===== src/rtl/paper_sig_gen.sv =====
// Paper-count square-wave generator: 32-bit DDS with a per-count tuning table or a
// manually loaded word. New words take effect only at phase wrap, so no runt pulses.
module paper_sig_gen #(
  parameter int ACC_W = 32,
  parameter int CNT_W = 28
) (
  input  logic             clk_6M,
  input  logic             reset_n,
  input  logic             enable,
  input  logic             mode,
  input  logic [3:0]       sel,
  input  logic [ACC_W-1:0] tw_in,
  input  logic             tw_load,
  output logic             square,
  output logic             tw_ack,
  output logic [ACC_W-1:0] tw_active,
  output logic [CNT_W-1:0] edge_cnt
);

  typedef enum logic [1:0] {
    ST_OFF    = 2'd0,
    ST_RUN    = 2'd1,
    ST_SWITCH = 2'd2
  } state_e;

  state_e           state_q, state_d;
  logic [ACC_W-1:0] acc_q, acc_d;
  logic [ACC_W-1:0] tw_act_q, tw_act_d;
  logic [ACC_W-1:0] tw_manual_q;
  logic             square_q, square_d;
  logic             tw_ack_q, tw_ack_d;
  logic [CNT_W-1:0] edge_cnt_q, edge_cnt_d;

  logic [ACC_W-1:0] target;
  logic [ACC_W-1:0] acc_sum;
  logic             wrap;

  // Band-centre tuning words, TW = round(f * 2^32 / 6 MHz); unused counts park the output.
  function automatic logic [ACC_W-1:0] table_word(input logic [3:0] s);
    logic [31:0] w;
    case (s)
      4'd0:    w = 32'd28633115;
      4'd1:    w = 32'd50107952;
      4'd2:    w = 32'd68003649;
      4'd3:    w = 32'd82320207;
      4'd4:    w = 32'd96636764;
      4'd5:    w = 32'd108805838;
      4'd6:    w = 32'd125269879;
      4'd7:    w = 32'd136007298;
      4'd8:    w = 32'd146744716;
      4'd9:    w = 32'd157482134;
      4'd10:   w = 32'd166787897;
      default: w = 32'd0;
    endcase
    return ACC_W'(w);
  endfunction

  assign target          = mode ? tw_manual_q : table_word(sel);
  assign {wrap, acc_sum} = {1'b0, acc_q} + {1'b0, tw_act_q};

  always_ff @(posedge clk_6M or negedge reset_n) begin
    if (!reset_n) begin
      state_q     <= ST_OFF;
      acc_q       <= '0;
      tw_act_q    <= '0;
      tw_manual_q <= '0;
      square_q    <= 1'b0;
      tw_ack_q    <= 1'b0;
      edge_cnt_q  <= '0;
    end else begin
      state_q    <= state_d;
      acc_q      <= acc_d;
      tw_act_q   <= tw_act_d;
      square_q   <= square_d;
      tw_ack_q   <= tw_ack_d;
      edge_cnt_q <= edge_cnt_d;
      if (tw_load) begin
        tw_manual_q <= tw_in;
      end
    end
  end

  always_comb begin
    state_d    = state_q;
    acc_d      = acc_q;
    tw_act_d   = tw_act_q;
    square_d   = square_q;
    tw_ack_d   = 1'b0;
    edge_cnt_d = edge_cnt_q;

    if (!enable || state_q == ST_OFF) begin
      // Stopped: hold phase at zero and keep the active word tracking the target.
      acc_d      = '0;
      square_d   = 1'b0;
      edge_cnt_d = '0;
      tw_act_d   = target;
      state_d    = enable ? ST_RUN : ST_OFF;
    end else begin
      acc_d    = acc_sum;
      square_d = acc_q[ACC_W-1];
      if (!square_q && acc_q[ACC_W-1]) begin
        edge_cnt_d = edge_cnt_q + CNT_W'(1);
      end

      case (state_q)
        ST_RUN: begin
          if (target != tw_act_q) begin
            // A parked (zero) word has no phase to protect, and a change landing on
            // a wrap is applied right there.
            if (tw_act_q == '0 || wrap) begin
              tw_act_d = target;
              tw_ack_d = 1'b1;
            end else begin
              state_d = ST_SWITCH;
            end
          end
        end
        ST_SWITCH: begin
          if (target == tw_act_q) begin
            state_d = ST_RUN;
          end else if (wrap) begin
            tw_act_d = target;
            tw_ack_d = 1'b1;
            state_d  = ST_RUN;
          end
        end
        default: state_d = ST_OFF;
      endcase
    end
  end

  assign square    = square_q;
  assign tw_ack    = tw_ack_q;
  assign tw_active = tw_act_q;
  assign edge_cnt  = edge_cnt_q;

endmodule


===== config.mk =====
export PLATFORM = sky130hd
export DESIGN_NAME = paper_sig_gen
export DESIGN_NICKNAME = d
export VERILOG_FILES = /design/src/rtl/paper_sig_gen.sv
export SDC_FILE = /design/constraint.sdc
export NUM_CORES = 1
export LEC_CHECK = 0
export CORE_MARGIN = 3
export CORE_UTILIZATION = 40
export DETAILED_ROUTE_END_ITERATION = 12
export GPL_ROUTABILITY_DRIVEN = 1
export MAX_ROUTING_LAYER = met4
export PLACE_DENSITY = 0.57
export SYNTH_ARGS = -nofsm -noshare
export SYNTH_HDL_FRONTEND = slang
export SYNTH_SLANG_ARGS = --single-unit

===== constraint.sdc =====
create_clock -name clk_6M -period 7.5 [get_ports clk_6M]
set_input_delay 2.25 -clock clk_6M [delete_from_list [all_inputs] [get_ports clk_6M]]
set_output_delay 2.25 -clock clk_6M [all_outputs]
set_load 0.005 [all_outputs]

==> reports/results.tsv, run 1 <==
metric	value	unit
Clock Sinks	128	
Die Wd	149	um
CTS tree	done	
Critical Path AT	6.60	ns
Final nets	1031	
ANT nets after route	0	
# diodes	0	
# rows	51	
GRT Util Overall	0.212	
Primary FF master, synth	dfrtp_1	
unrepaired setup endpoints after global routing	false	
Initial DRC Count	454	
Routability Congestion	1.02	
final setup violation count	0	
crit start category	input port	
sequential share of the synthesized area	0.393	
Die Span Y	149	um
vias in the first global route	6562	
CTS clk-pin slew, worst paths	0.06	ns
Fillers	1839	
PD cells	218	nW/um2
leak pwr	4.38	nW
Slew headroom	0.307	
Worst Hold Class	register to register	
Worst Path Required	7.81	ns
ys async rst share	1.00	
Overflow after GRT	0	
Fmax achieved	159	MHz
Total Power	2.18	mW
Clock Tree Buf Depth	2	
status	finished, final reports clean	
Worst Skew	0.00661	ns
Worst path max stage delay	0.74	ns
Routed WL	22.0	mm
fraction of final layout cells sized beyond drive strength 1	0.106	
measured slew at the worst slew-check pin	1.04	ns
routed len/inst	18.0	um
io pins	103	
Post-Syn Area	8140	um2
detailed placer's ending HPWL	16.2	mm
fin crit period	6.29	ns
Max Fanout on Critical Path	18	
1st-pass router iterations	5	
Slowest-stage cell, CP	clkdlybuf4s50_1	
H-tree depth	4	
Mapped Cells	844	
IO buf count	102	
post-cts resize count	0	
Slew Limit Fails	0	
area grow syn2layout	23.0	%
Netlist cell types	69	
Setup crit end kind	register	
Tcrit/Tclk final	0.839	
Post-Syn Nets	931	
cells along the critical path	clkdlybuf4s50_1, inv_1, ha_1, nor2b_1, nor3_1, or3b_2, nand3_1, nor4_1, nand4_1, nand2_1, a32oi_4, buf_4, mux2_1	
number of synthesized flops with an enable pin	0	
DRC Markers	0	
initial antenna violation count	0	
VDD IR max	0.000151	V
Yosys reg bits	128	
final hold vios	0	
post-CTS setup buffers	0	
die area	22100	um2
CP Buf/Inv Count	3	
CP Class	input port to register	
Sequential Area	3200	um2
hold buffer count at CTS	0	
flop2flop setup slack	3.09	ns
delay-heaviest family, CP	simple AND/OR/NAND/NOR gates	
clock latency on the worst-skew pair	0.43	ns
area of the multi-input gates	4680	um2
largest net degree at the start of global routing	95	
Initial Util	0.413	
first-pass GRT wire length	35.7	mm
Via Count	6686	
Root Driver	clkbuf_16	
MaxCap Viol Count	0	
vias per inst	5.47	
Core Footprint	19700	um2
CTS buffer count	17	
syn_area_per_cell	9.65	um2
Yosys Warn Count	0	
Setup TNS Final	0	ns
[placed cells by master, fill, tap and decap left out, drive strengths merged, types with 9 or more instances in the layout]
| master | Yosys | final |
|---|---|---|
| dfrtp | 128 | 128 |
| clkdlybuf4s50 | 0 | 101 |
| nor2 | 83 | 83 |
| nand2 | 56 | 56 |
| mux2 | 48 | 48 |
| ha | 45 | 45 |
| xor2 | 38 | 38 |
| o21ai | 37 | 37 |
| inv | 33 | 35 |
| xnor2 | 30 | 30 |
| a21oi | 28 | 28 |
| nand3 | 25 | 25 |
| mux2i | 24 | 24 |
| nand2b | 22 | 22 |
| nand4 | 20 | 20 |
| nor3 | 20 | 20 |
| clkbuf | 15 | 17 |
| nor2b | 16 | 16 |
| a21o | 14 | 14 |
| nor4 | 13 | 13 |
| buf | 18 | 13 |
| or3 | 10 | 10 |
| clkinv | 0 | 9 |
[worst register-to-register path, stage by stage (launching register included)]
cell and delay [ns]:
dfrtp_1 0.50, inv_1 0.19, fa_1 0.46, nor2b_1 0.23, o31a_1 0.21, o31a_1 0.19, nor3_1 0.12, o31ai_1 0.56
o41a_1 0.28, nand2_1 0.10, a32oi_4 0.65, buf_4 0.44, mux2_1 0.37
[where the power goes]
part,switching (mW),internal [mW]
Combinational,0.289,0.261
Sequential,0.0781,0.750
Clock,0.346,0.458
Total,0.713,1.47
[area by class of cell]
| type | instances | share of cell area |
|---|---|---|
| flip-flops and latches | 128 | 0.320 |
| clock inverters | 15 | 0.0137 |
| repair buffers | 114 | 0.111 |
| clock buffers | 17 | 0.0425 |
| well taps | 265 | 0.0331 |
| multi-input cells | 650 | 0.467 |
| inverters | 33 | 0.0124 |
[per-layer routing]
metal | up-vias | global-route usage | share of wire
met3 | 30 | 0.0390 | 0.044
met1 | 3227 | 0.289 | 0.48
met5 | - | - | 0
met2 | 166 | 0.322 | 0.46
li1 | 3263 | - | -
met4 | 0 | 0.0647 | 0.019
[cells in the mapped netlist (all sizes together), types with 20 or more instances]
master | count | area share
xnor2 | 30 | 0.032
ha | 45 | 0.069
nand4 | 20 | 0.015
xor2 | 38 | 0.041
nand2 | 56 | 0.026
nor2 | 83 | 0.038
nor3 | 20 | 0.012
mux2 | 48 | 0.073
inv | 33 | 0.015
o21ai | 37 | 0.023
nand3 | 25 | 0.015
dfrtp | 128 | 0.39
mux2i | 24 | 0.030
nand2b | 22 | 0.017
a21oi | 28 | 0.017
[state kept, by name (all words and copies together), names as in the netlist]
signal	flops
acc_q	32
tw_active	32
tw_manual_q	32
edge_cnt	28
state_q	2
square	1
tw_ack	1
[path summary, 6_finish.rpt]
path,startpoint,end,cells past startpoint
setup / recovery,sel[1],tw_active[2]$_DFFE_PN0P_,13
hold / removal,tw_manual_q[24]$_DFFE_PN0P_,tw_manual_q[24]$_DFFE_PN0P_,1
setup reg to reg,tw_active[1]$_DFFE_PN0P_,tw_active[2]$_DFFE_PN0P_,12
hold reg to reg,tw_manual_q[24]$_DFFE_PN0P_,tw_manual_q[24]$_DFFE_PN0P_,1
max in group asynchronous,reset_n,acc_q[2]$_DFF_PN0_,2
min in group asynchronous,reset_n,tw_manual_q[29]$_DFFE_PN0P_,1
[cells by family after synthesis]
kind of cell | count (synthesis) | share of synthesized area
and+or+nand+nor | 301 | 0.188
AOI/OAI and AO/OA | 163 | 0.138
DFF | 128 | 0.393
muxes | 72 | 0.102
xor gates and xnor gates | 68 | 0.0732
buffers and inverters | 66 | 0.0335
adders and majority gates | 46 | 0.0716
[metrics by stage]
| step | instances | hold slack (ns) | cell area (um2) | utilization | setup WS [ns] |
|---|---|---|---|---|---|
| 6_report | 1222 | 0.500 | 10000 | 0.508 | 1.21 |
| 5_1_grt | 1222 | 0.524 | 10000 | 0.508 | 0.952 |
| 4_1_cts | 1222 | 0.507 | 10000 | 0.508 | 1.28 |
| 3_5_place_dp | 1190 | 0.492 | 9450 | 0.479 | 0.847 |
| 3_3_place_gp | 1190 | 0.484 | 9450 | 0.479 | 0.955 |
| 2_1_floorplan | 844 | 0.472 | 8140 | - | 2.13 |
(Power assumes the default switching activity.)
==> run 2: changes to the inputs <==
clock period = 5.8 ns   (was 7.5 ns; I/O delays follow)
==> run 2 against run 1 <==
  * Register-to-register slack got worse by 1.3 ns
  * Via count rose by 0.27%
  * Setup slack got worse by 0.59 ns
  * Cell count rose by 0.57%
  * Die area did not move
  * Flip-flop and latch count did not move
  * Highest routed layer unchanged
==> reports/results.tsv, run 2 (synthesis gave the netlist of run 1 again) <==
metric	value	unit	change
most common cell after layout, fill and taps aside	dfrtp_1		unchanged
CTS clk-pin slew, worst paths	0.06	ns	about the same
Tcrit/Tclk final	0.894		
vias per inst	5.45		was 5.47
Slew Limit Fails	0		unchanged
Via Count	6704		was 6686
Initial DRC Count	399		was 454
NetSw	906	uW	was 713 uW
clock power share	0.396		was 0.369
fraction of final layout cells sized beyond drive strength 1	0.112		was 0.106
Clock Tree Buf Depth	2		unchanged
CP Buf/Inv Count	3		unchanged
Worst path max stage delay	0.68	ns	was 0.74 ns
status	finished, final reports clean		unchanged
measured slew at the worst slew-check pin	0.896	ns	was 1.04 ns
Final nets	1038		was 1031
Reg power frac	0.362		was 0.380
Worst Hold Class	register to register		unchanged
CTS tree	done		unchanged
PD cells	291	nW/um2	was 218 nW/um2
post-cts resize count	0		unchanged
Slew headroom	0.403		was 0.307
delay-heaviest family, CP	simple AND/OR/NAND/NOR gates		unchanged
area grow syn2layout	24.8	%	was 23.0%
# rows	51		unchanged
Pint	2.05	mW	was 1.47 mW
leak pwr	4.46	nW	was 4.38 nW
unrepaired setup endpoints after global routing	false		unchanged
initial antenna violation count	0		unchanged
MaxCap Viol Count	0		unchanged
WHS	0.497	ns	was 0.500 ns
Worst Skew	0.0130	ns	was 0.00661 ns
Die Span Y	149	um	unchanged
post-CTS setup buffers	0		unchanged
routed len/inst	17.7	um	was 18.0 um
Max Fanout on Critical Path	24		was 18
VDD IR max	0.000176	V	was 0.000151 V
hold buffer count at CTS	0		unchanged
vias in the first global route	6501		was 6562
commonest cells after routing, fill and taps aside	dfrtp_1, clkdlybuf4s50_1, nor2_1		unchanged
final hold vios	0		unchanged
Clock Sinks	128		unchanged
IO buf count	102		unchanged
Fmax achieved	193	MHz	
Critical Path AT	5.49	ns	was 6.60 ns
largest net degree at the start of global routing	98		was 95
Routability Congestion	0.948		was 1.02
io pins	103		unchanged
sw frac	0.306		was 0.327
final setup violation count	0		unchanged
Layout Cells excl Fill	1229		was 1222
detailed placer's ending HPWL	16.2	mm	about the same
combinational power share	0.243		was 0.252
Die Wd	149	um	unchanged
Slowest-stage cell, CP	clkdlybuf4s50_1		unchanged
Setup crit end kind	register		unchanged
H-tree depth	4		unchanged
Core Footprint	19700	um2	unchanged
dpl cells	1197		was 1190
CP Class	input port to register		unchanged
crit start category	input port		unchanged
first-pass GRT wire length	35.0	mm	was 35.7 mm
Routed WL	21.8	mm	was 22.0 mm
GRT Util Overall	0.206		was 0.212
1st-pass router iterations	5		unchanged
Worst Path Required	6.10	ns	was 7.81 ns
Setup TNS Final	0	ns	unchanged
Overflow after GRT	0		unchanged
Root Driver	clkbuf_16		unchanged
Initial Util	0.413		unchanged
cells along the critical path	clkdlybuf4s50_1, buf_4, or4b_2, o211ai_1, xnor2_1, nand2_1, nor4_1, nand4b_1, a221oi_2, a32oi_4, buf_12, mux2_1		was clkdlybuf4s50_1, inv_1, ha_1, nor2b_1, nor3_1, or3b_2, nand3_1, nor4_1, nand4_1, nand2_1, a32oi_4, buf_4, mux2_1
fin crit period	5.18	ns	
# diodes	0		unchanged
die area	22100	um2	unchanged
DRC Markers	0		unchanged
clock latency on the worst-skew pair	0.42	ns	was 0.43 ns
ANT nets after route	0		unchanged
CTS buffer count	17		unchanged
run 2: area by class of cell:
| class | count | area [um2] |
|---|---|---|
| Clock inverter | 14 | 204 |
| Clock buffer | 18 | 439 |
| Fill cell | 1805 | 9560 |
| Multi-Input combinational cell | 650 | 4680 |
| Sequential cell | 128 | 3200 |
| Timing Repair Buffer | 121 | 1180 |
| Inverter | 33 | 124 |
| Tap cell | 265 | 332 |
run 2: routing by layer:
metal	track usage	part of all wire
met2	0.315	0.46
met1	0.284	0.48
met4	0.0573	0.017
met3	0.0363	0.039
met5	-	0
run 2: path summary, 6_finish.rpt:
path | cells after the start | slack (ns) | end | start
worst max-delay path | 12 | 0.62 | tw_active[2]$_DFFE_PN0P_ | sel[2]
worst min-delay path | 1 | 0.50 | tw_manual_q[4]$_DFFE_PN0P_ | tw_manual_q[4]$_DFFE_PN0P_
worst max register to register | 12 | 1.74 | tw_active[2]$_DFFE_PN0P_ | tw_active[1]$_DFFE_PN0P_
worst min register to register | 1 | 0.50 | tw_manual_q[4]$_DFFE_PN0P_ | tw_manual_q[4]$_DFFE_PN0P_
max in group asynchronous | 2 | 3.41 | acc_q[10]$_DFF_PN0_ | reset_n
min in group asynchronous | 1 | 1.43 | acc_q[29]$_DFF_PN0_ | reset_n
run 2: power groups by stage:
| stage | sequential (mW) | combinational, mW | clock, mW |
|---|---|---|---|
| 2_1_floorplan | 1.05 | 0.475 | 0 |
| 3_3_place_gp | 1.08 | 0.716 | 0 |
| 3_5_place_dp | 1.09 | 0.715 | 0 |
| 4_1_cts | 1.07 | 0.719 | 1.19 |
| 5_1_grt | 1.08 | 0.796 | 1.24 |
| 6_report | 1.07 | 0.717 | 1.17 |
run 2: metrics by stage:
| stage | setup slack, ns | power, mW | cell area [um2] | utilization |
|---|---|---|---|---|
| detailed placement | 0.257 | 1.80 | 9520 | 0.483 |
| global placement | 0.260 | 1.80 | 9520 | 0.483 |
| CTS | 0.688 | 2.98 | 10200 | 0.515 |
| finish | 0.616 | 2.96 | 10200 | 0.515 |
| global route | 0.495 | 3.11 | 10200 | 0.515 |
| floorplan | 0.940 | 1.52 | 8140 | - |
